===== config.mk =====
export PLATFORM = sky130hd
export DESIGN_NAME = cdbus_rx_byte
export DESIGN_NICKNAME = d
export VERILOG_FILES = /design/src/rtl/cdbus_rx_byte.sv
export SDC_FILE = /design/constraint.sdc
export NUM_CORES = 1
export LEC_CHECK = 0
export CAP_MARGIN = 0
export CORE_MARGIN = 2
export CORE_UTILIZATION = 50
export CTS_BUF_LIST = sky130_fd_sc_hd__clkbuf_16
export DETAILED_ROUTE_END_ITERATION = 10
export PLACE_DENSITY = 0.65
export SLEW_MARGIN = 10
export SYNTH_ARGS = -nofsm -noshare
export SYNTH_HDL_FRONTEND = slang
export SYNTH_SLANG_ARGS = --single-unit

===== constraint.sdc =====
create_clock -name clk -period 3.3 [get_ports clk]
set_input_delay 0.33 -clock clk [delete_from_list [all_inputs] [get_ports clk]]
set_output_delay 0.33 -clock clk [all_outputs]
set_load 0.005 [all_outputs]

===== src/rtl/cdbus_rx_byte.sv =====
// cdbus_rx_byte: RS485 byte receiver (8N1, LSB first) with idle-gap frame end detection.
// Parameters: CLK_DIV   clk cycles per bit (4..65535)
//             IDLE_BITS idle bit times that terminate a frame (1..255)
// Ports:      clk, reset_n (async, active-low), rx (async line, idle high)
//             data       last correctly received byte
//             data_valid one-cycle pulse, data is new this cycle
//             frame_err  one-cycle pulse, stop bit sampled low
//             frame_end  one-cycle pulse, idle gap seen after at least one byte
//             busy       high while the receiver is not idle
module cdbus_rx_byte #(
  parameter int unsigned CLK_DIV   = 16,
  parameter int unsigned IDLE_BITS = 10
) (
  input  logic       clk,
  input  logic       reset_n,
  input  logic       rx,
  output logic [7:0] data,
  output logic       data_valid,
  output logic       frame_err,
  output logic       frame_end,
  output logic       busy
);

  localparam int unsigned DIV_W  = 16;
  localparam int unsigned IDLE_W = 24;
  localparam int unsigned BIT_W  = 3;

  // Divider reload values: half a bit to reach mid-start, then one full bit per sample.
  localparam logic [DIV_W-1:0]  DIV_HALF   = DIV_W'(CLK_DIV / 2 - 1);
  localparam logic [DIV_W-1:0]  DIV_FULL   = DIV_W'(CLK_DIV - 1);
  localparam logic [IDLE_W-1:0] IDLE_LIMIT = IDLE_W'(IDLE_BITS * CLK_DIV);

  typedef enum logic [2:0] {
    ST_IDLE      = 3'd0,
    ST_START     = 3'd1,
    ST_DATA      = 3'd2,
    ST_STOP      = 3'd3,
    ST_WAIT_HIGH = 3'd4
  } state_e;

  state_e              state_q,      state_d;
  logic                sync1_q,      sync1_d;
  logic                rx_s_q,       rx_s_d;
  logic                rx_d_q,       rx_d_d;
  logic [DIV_W-1:0]    div_q,        div_d;
  logic [BIT_W-1:0]    bit_q,        bit_d;
  logic [7:0]          shift_q,      shift_d;
  logic [7:0]          data_q,       data_d;
  logic                data_valid_q, data_valid_d;
  logic                frame_err_q,  frame_err_d;
  logic                frame_end_q,  frame_end_d;
  logic                busy_q,       busy_d;
  logic                got_byte_q,   got_byte_d;
  logic [IDLE_W-1:0]   idle_q,       idle_d;

  logic                start_edge;
  logic                tick;
  logic                idle_en;
  logic [IDLE_W-1:0]   idle_inc;

  // Next-state, datapath and output pulses.
  always_comb begin
    state_d      = state_q;
    sync1_d      = rx;
    rx_s_d       = sync1_q;
    rx_d_d       = rx_s_q;
    div_d        = div_q;
    bit_d        = bit_q;
    shift_d      = shift_q;
    data_d       = data_q;
    data_valid_d = 1'b0;
    frame_err_d  = 1'b0;
    frame_end_d  = 1'b0;
    got_byte_d   = got_byte_q;
    idle_d       = '0;

    // Both sync stages reset low, so a line held low through reset never looks like an edge.
    start_edge = rx_d_q & ~rx_s_q;
    tick       = (div_q == '0);

    case (state_q)
      ST_IDLE: begin
        if (start_edge) begin
          state_d = ST_START;
          bit_d   = '0;
          div_d   = DIV_HALF;
        end
      end
      ST_START: begin
        if (!tick) begin
          div_d = div_q - DIV_W'(1);
        end else if (rx_s_q) begin
          state_d = ST_IDLE;  // start bit gone by mid-bit: treat as glitch
        end else begin
          state_d = ST_DATA;
          div_d   = DIV_FULL;
        end
      end
      ST_DATA: begin
        if (!tick) begin
          div_d = div_q - DIV_W'(1);
        end else begin
          shift_d = {rx_s_q, shift_q[7:1]};
          div_d   = DIV_FULL;
          bit_d   = bit_q + BIT_W'(1);
          if (bit_q == BIT_W'(7)) begin
            state_d = ST_STOP;
          end
        end
      end
      ST_STOP: begin
        if (!tick) begin
          div_d = div_q - DIV_W'(1);
        end else if (rx_s_q) begin
          data_d       = shift_q;
          data_valid_d = 1'b1;
          state_d      = ST_IDLE;
        end else begin
          frame_err_d = 1'b1;
          state_d     = ST_WAIT_HIGH;
        end
      end
      ST_WAIT_HIGH: begin
        if (rx_s_q) begin
          state_d = ST_IDLE;
        end
      end
      default: begin
        state_d = ST_IDLE;
      end
    endcase

    busy_d = (state_d != ST_IDLE);

    // Idle gap timer; the start-edge cycle still counts so a gap ending on an edge is not lost.
    got_byte_d = got_byte_d | data_valid_d;
    idle_en    = (state_q == ST_IDLE) && got_byte_q && (rx_s_q || start_edge);
    idle_inc   = idle_q + IDLE_W'(1);
    if (idle_en) begin
      idle_d = idle_inc;
      if (idle_inc == IDLE_LIMIT) begin
        frame_end_d = 1'b1;
        idle_d      = '0;
        got_byte_d  = 1'b0;
      end
    end
  end

  // State and datapath registers.
  always_ff @(posedge clk or negedge reset_n) begin
    if (!reset_n) begin
      state_q      <= ST_IDLE;
      sync1_q      <= 1'b0;
      rx_s_q       <= 1'b0;
      rx_d_q       <= 1'b0;
      div_q        <= '0;
      bit_q        <= '0;
      shift_q      <= '0;
      data_q       <= '0;
      data_valid_q <= 1'b0;
      frame_err_q  <= 1'b0;
      frame_end_q  <= 1'b0;
      busy_q       <= 1'b0;
      got_byte_q   <= 1'b0;
      idle_q       <= '0;
    end else begin
      state_q      <= state_d;
      sync1_q      <= sync1_d;
      rx_s_q       <= rx_s_d;
      rx_d_q       <= rx_d_d;
      div_q        <= div_d;
      bit_q        <= bit_d;
      shift_q      <= shift_d;
      data_q       <= data_d;
      data_valid_q <= data_valid_d;
      frame_err_q  <= frame_err_d;
      frame_end_q  <= frame_end_d;
      busy_q       <= busy_d;
      got_byte_q   <= got_byte_d;
      idle_q       <= idle_d;
    end
  end

  assign data       = data_q;
  assign data_valid = data_valid_q;
  assign frame_err  = frame_err_q;
  assign frame_end  = frame_end_q;
  assign busy       = busy_q;

endmodule


# ---- Word-level counts from Yosys, hierarchy flattened
# Cells that the tools add are included.
# Widths: inputs -> output; s select.
dict set report word_totals {
  register_bits 70
  inputBits 3
  elab_cells 72
}
dict set report classes {
  n_addsub 3
  n_eq_ne 10
  mux 30
  bitwise 3
  n_reduce_logical 12
}
# operator n
set ops {}
lappend ops {{$mux 16} 5}
lappend ops {{$pmux 16 s4} 1}
lappend ops {{$mux 24} 2}
lappend ops {{$mux 3} 9}
lappend ops {{$add 24x1->24 const B} 1}
lappend ops {{$eq 24x8->1 const B} 1}
lappend ops {{$logic_not 16->1} 1}
lappend ops {{$sub 16x1->16 const B} 1}
lappend ops {{$pmux 3 s5} 1}
lappend ops {{$mux 1} 10}
lappend ops {{$eq 3x2->1 const B} 2}
lappend ops {{$eq 3x3->1 const B} 2}
lappend ops {{$ne 2x2->1 const B} 3}
lappend ops {{$pmux 3 s2} 1}
lappend ops {{$reduce_and 3->1} 2}
lappend ops {{$reduce_and 4->1} 1}
lappend ops {{$reduce_bool 4->1} 1}
lappend ops {{$add 3x1->3 const B} 1}
lappend ops {{$eq 3x1->1 const B} 1}
lappend ops {{$logic_not 3->1} 1}
lappend ops {{$ne 3x3->1 const B} 1}
lappend ops {{$reduce_bool 3->1} 1}
lappend ops {{$logic_and 1x1->1} 2}
lappend ops {{$mux 2} 1}
lappend ops {{6 further kinds} 6}

# ---- Logic depth before layout (Yosys ltp)
dict set report logic_depth {
  word_depth 6
  ltp_mapped 9
  ltp_nobuf 8
}

# ---- Worst setup path before layout
# No wires, ideal clock.
dict set report synth_timing {
  path_type {register to register}
  startpoint {reg idle_q[0]}
  endpoint {reg got_byte_q}
  setup_ns 0.151
  arrival_ns 2.125
  slack_ns 1.024
  path_stages_with_launch 8
  path_buffers 0
  synth_period_minus_slack_ns 2.276
  path_cell_list {dfrtp_1 > ha_1 > nand4_1 > nor4b_4 > mux2_2 > o21ai_0 > nor4b_2 > a22oi_1}
}
dict set report synth_via {
  elab_chain_len 4
}
# item line_no
set synth_rtl {}
lappend synth_rtl {{start: declaration} 54} ;# logic [IDLE_W-1:0] idle_q, idle_d;
lappend synth_rtl {{start signal: assignment} 180} ;# idle_q <= idle_d;
lappend synth_rtl {{$add 24x1->24} 138} ;# idle_inc = idle_q + IDLE_W'(1);
lappend synth_rtl {{$eq 24x8->1} 141} ;# if (idle_inc == IDLE_LIMIT) begin
lappend synth_rtl {{$mux 1} 141}
lappend synth_rtl {{$mux 1} 139} ;# if (idle_en) begin
lappend synth_rtl {{via got_byte_d} 53} ;# logic got_byte_q, got_byte_d;
lappend synth_rtl {{end signal: assignment} 179} ;# got_byte_q <= got_byte_d;
lappend synth_rtl {{end: declaration} 53}
# The timed path passes the listed nets, and every way through them passes these cells.
# A chain may end at the register's enable or synchronous reset.

# ---- Worst setup path in the final report
# Ends and elaborated chain as after synthesis.

==> PnR_summary.wiki <==
{| class="wikitable"
! Metric !! Value
|-
| Setup TNS || 0 ns
|-
| Crit path kind || register to register
|-
| Number of instances in the synthesized netlist || 360
|-
| Slew Limit Headroom || approximately half
|-
| Maximum number of pins on one net before global-route repair || 34
|-
| Sink Count || 70
|-
| Dominant cell type by area after synthesis || sky130_fd_sc_hd__dfrtp_1
|-
| Post-Place Setup Slack || about 0.51 ns
|-
| Final Instance Count excl. Fillers || 480
|-
| Post-route antenna net violation count || 0
|-
| Peak VDD IR || 0.3691 mV
|-
| Wire length per cell || 14.54 um
|-
| Transition at the pin with the smallest max-transition slack || 0.7558 ns
|-
| Setup Fix Bufs, Post-CTS || 0
|-
| Type of destination of the critical path || register
|-
| Remaining Overflow, GRT || 0
|-
| Post-synth design cell area || 3699 um^2
|-
| First drt pass iteration count || 4
|-
| Die Outline Area || 8101 um^2
|-
| Vias in the first global route || 2666
|-
| Clock transition at the registers of the reported paths || 0.06 ns
|-
| Worst reg2reg setup slack || between 0.5 and 0.6 ns
|-
| Detailed-route via count || 2655
|-
| Hold Crit Start || rx_s_d
|-
| Lkg Pwr || 1.801 nW
|-
| Total placed cells including tap cells || 463
|-
| Width of the chip || about 90 um
|-
| Most frequently used flop master after synthesis || sky130_fd_sc_hd__dfrtp_1
|-
| Wire length of the first global-routing pass || approximately 13000 um
|-
| Via-per-instance ratio || 5.531
|-
| Number of buffers inserted during clock tree synthesis || 9
|-
| Number of synthesis warnings || 0
|-
| Most frequent cells after synthesis || 70 x sky130_fd_sc_hd__dfrtp_1, 47 x sky130_fd_sc_hd__nor2_1, 29 x sky130_fd_sc_hd__nand2_1
|-
| Number of synthesized flops with an enable pin || 0
|-
| Placer Congestion || roughly 0.89
|-
| Destination of the worst hold path || rx_d_d
|-
| CTS root buffer || sky130_fd_sc_hd__clkbuf_16
|-
| Top cells by area in the synthesized netlist || sky130_fd_sc_hd__dfrtp_1 47%, sky130_fd_sc_hd__xor2_1 5.0%, sky130_fd_sc_hd__nor2_1 4.8%
|-
| Minimum clock period || 2.765 ns
|-
| Share of cells above drive strength 1 || 14.44%
|-
| Min setup slack post-route || 0.5352 ns
|-
| Upper clock frequency limit || 361.7 MHz
|-
| Standard cell core area || 7214 um^2
|-
| Initial antenna violation count || 0
|-
| Chip Height || 90.01 um
|-
| Residual DRC count || 0
|-
| Path depth of the worst reg2reg path || 7
|-
| Drt first-iter violations || approximately 130
|-
| Max-cap check violation count || 0
|-
| P per Cell Area || roughly 590 nW/um^2
|-
| FF+latch area || 1752 um^2
|-
| Top-Level Pins || 15
|-
| Seq cells post-synth || 70
|-
| Final hold violation count || 0
|-
| Final setup fails || 0
|-
| Antenna fix cells || 0
|-
| Number of inserted filler cells in the final layout || 638
|-
| Number of nets in the finished design || 384
|-
| Data arrival time of the worst path || 2.94 ns
|-
| DP Area || ~4000 um^2
|-
| Tcrit/Tclk final || 83.78%
|-
| WL final || 6981 um
|-
| Number of nets in the synthesized netlist || approximately 370
|-
| Most instantiated library cell after synthesis || sky130_fd_sc_hd__dfrtp_1
|-
| Std-Cell Rows || 31
|-
| Number of cells upsized or downsized after cts || 0
|-
| Clock H-tree levels || 3
|-
| Total track usage || 19.12%
|-
| Max Clock Skew || 0.005843 ns
|-
| R2r startpoint || idle_q[0]
|-
| R2r endpoint || got_byte_q
|-
| Area of the multi-input gates || approximately 1800 um^2
|-
| Tightest hold margin || ~0.35 ns
|-
| Number of cells on the worst hold path || 0
|-
| Unrepaired setup endpoints after global routing || false
|-
| Maximum clock insertion buffer count || 2
|-
| CTS tree || built
|-
| Launch point of the critical path || idle_q[0]
|-
| Synth-to-layout area growth || 14.55%
|-
| Startpoint Class || register
|-
| Number of distinct library cells after synthesis || 55
|-
| Max-slew violation count || 0
|-
| Async set-or-reset flop fraction in the synthesized netlist || 100.0%
|-
| Source-to-sink clock delay at the later pin of the worst-skew pair || 0.33 ns
|-
| Final std cell area, no fill || roughly 4200 um^2
|-
| Estimated wirelength of the detail-placed design || 4911 um
|-
| Run status || finished, final reports clean
|-
| Syn avg cell area || 10.27 um^2
|-
| Sequential cell area fraction in the yosys report || 47.36%
|-
| Critical path data required time || 3.47 ns
|-
| Number of buffer cells added on primary ports || 14
|-
| HP Class || register to register
|-
| Largest fanout on the critical path || 6
|-
| Proportion of netlist area held by the largest area contributor || 47.36%
|-
| Starting Density || between 50% and 60%
|}
[worst max path at each step]
stage | endpoint | slack [ns] | depth (start not counted)
after floorplan | got_byte_q | 1.02 | 7
after global placement | got_byte_q | 0.55 | 7
after detailed placement | got_byte_q | 0.51 | 7
after CTS | got_byte_q | 0.50 | 7
after global routing | got_byte_q | 0.24 | 7
final | got_byte_q | 0.54 | 7
[final cells by class]
cell class                 count  area share, %
sequential                    70          41.35
inverter                       7         0.6202
tap                           99          2.924
clock inverter                 7          1.920
clock buffer                   9          5.316
timing repair buffer          20          4.312
multi-input combinational    268          43.56
[cell usage in the layout (no fill, tap or decap), types with 9 or more instances in the layout]
| master | count |
|---|---|
| sky130_fd_sc_hd__mux2_2 | 12 |
| sky130_fd_sc_hd__nand2_1 | 29 |
| sky130_fd_sc_hd__o21ai_0 | 11 |
| sky130_fd_sc_hd__nor2_1 | 47 |
| sky130_fd_sc_hd__clkbuf_16 | 9 |
| sky130_fd_sc_hd__nand3_1 | 18 |
| sky130_fd_sc_hd__xnor2_1 | 11 |
| sky130_fd_sc_hd__dfrtp_1 | 70 |
| sky130_fd_sc_hd__a31oi_1 | 9 |
| sky130_fd_sc_hd__xor2_1 | 21 |
| sky130_fd_sc_hd__clkdlybuf4s50_1 | 13 |
| sky130_fd_sc_hd__nand4_1 | 9 |
[critical path, cell delays in order (launching register included)]
cell and delay (ns):
sky130_fd_sc_hd__dfrtp_1 0.41, sky130_fd_sc_hd__ha_1 0.27, sky130_fd_sc_hd__nand4_1 0.26, sky130_fd_sc_hd__nor4b_4 0.39, sky130_fd_sc_hd__mux2_2 0.37, sky130_fd_sc_hd__o21ai_0 0.23
sky130_fd_sc_hd__nor4b_2 0.51, sky130_fd_sc_hd__a22oi_1 0.18
[stage by stage]
stage / power [mW] / utilization [%]
final: 2.516 / 58.72
after floorplan: 1.434 / -
after global placement: 1.545 / 54.34
after global routing: 2.667 / 58.72
after detailed placement: 1.556 / 54.34
after CTS: 2.537 / 58.72
[sequential cells by signal, indices dropped and copies added, names as in the netlist]
signal and cells:
idle_q 24, div_q 16, state_q 3, shift_q 8
frame_err 1, data 8, frame_end 1, rx_d_q 1
rx_s_d 1, data_valid 1, rx_d_d 1, got_byte_q 1
busy 1, bit_q 3
[routing by layer]
| layer | vias to the layer above | wire [um] | GRT usage (%) |
|---|---|---|---|
| met5 | - | 0 | 0 |
| met4 | 0 | 122 | 8.205 |
| met3 | 16 | 174 | 3.101 |
| met2 | 42 | 3255 | 28.95 |
| met1 | 1281 | 3429 | 27.36 |
| li1 | 1316 | - | - |
[report_power, final]
group	switching, mW	internal (mW)	leakage, nW
Sequential	0.140	0.961	0.944
Clock	0.376	0.595	0.141
Combinational	0.252	0.193	0.716
Total	0.768	1.75	1.80
[timing repair]
action / in CTS / in global routing
endpoints found under the setup margin: 0 / 0
hold buffers: 1 / 0
hold endpoints to repair: 19 / 0
[kinds of logic (layout without fill, tap and decap cells)]
kind of cell | Yosys count | count (layout) | synth area share [%]
multiplexers | 20 | 20 | 6.495
XOR/XNOR | 32 | 32 | 7.578
flip-flops | 70 | 70 | 47.36
adder cells (fa/ha/maj) | 6 | 6 | 1.962
buffers and inverters | 22 | 43 | 2.740
AND/OR/NAND/NOR | 161 | 161 | 25.24
AO/OA/AOI/OAI | 49 | 49 | 8.627
No activity file was read; power rests on OpenSTA's default activity.
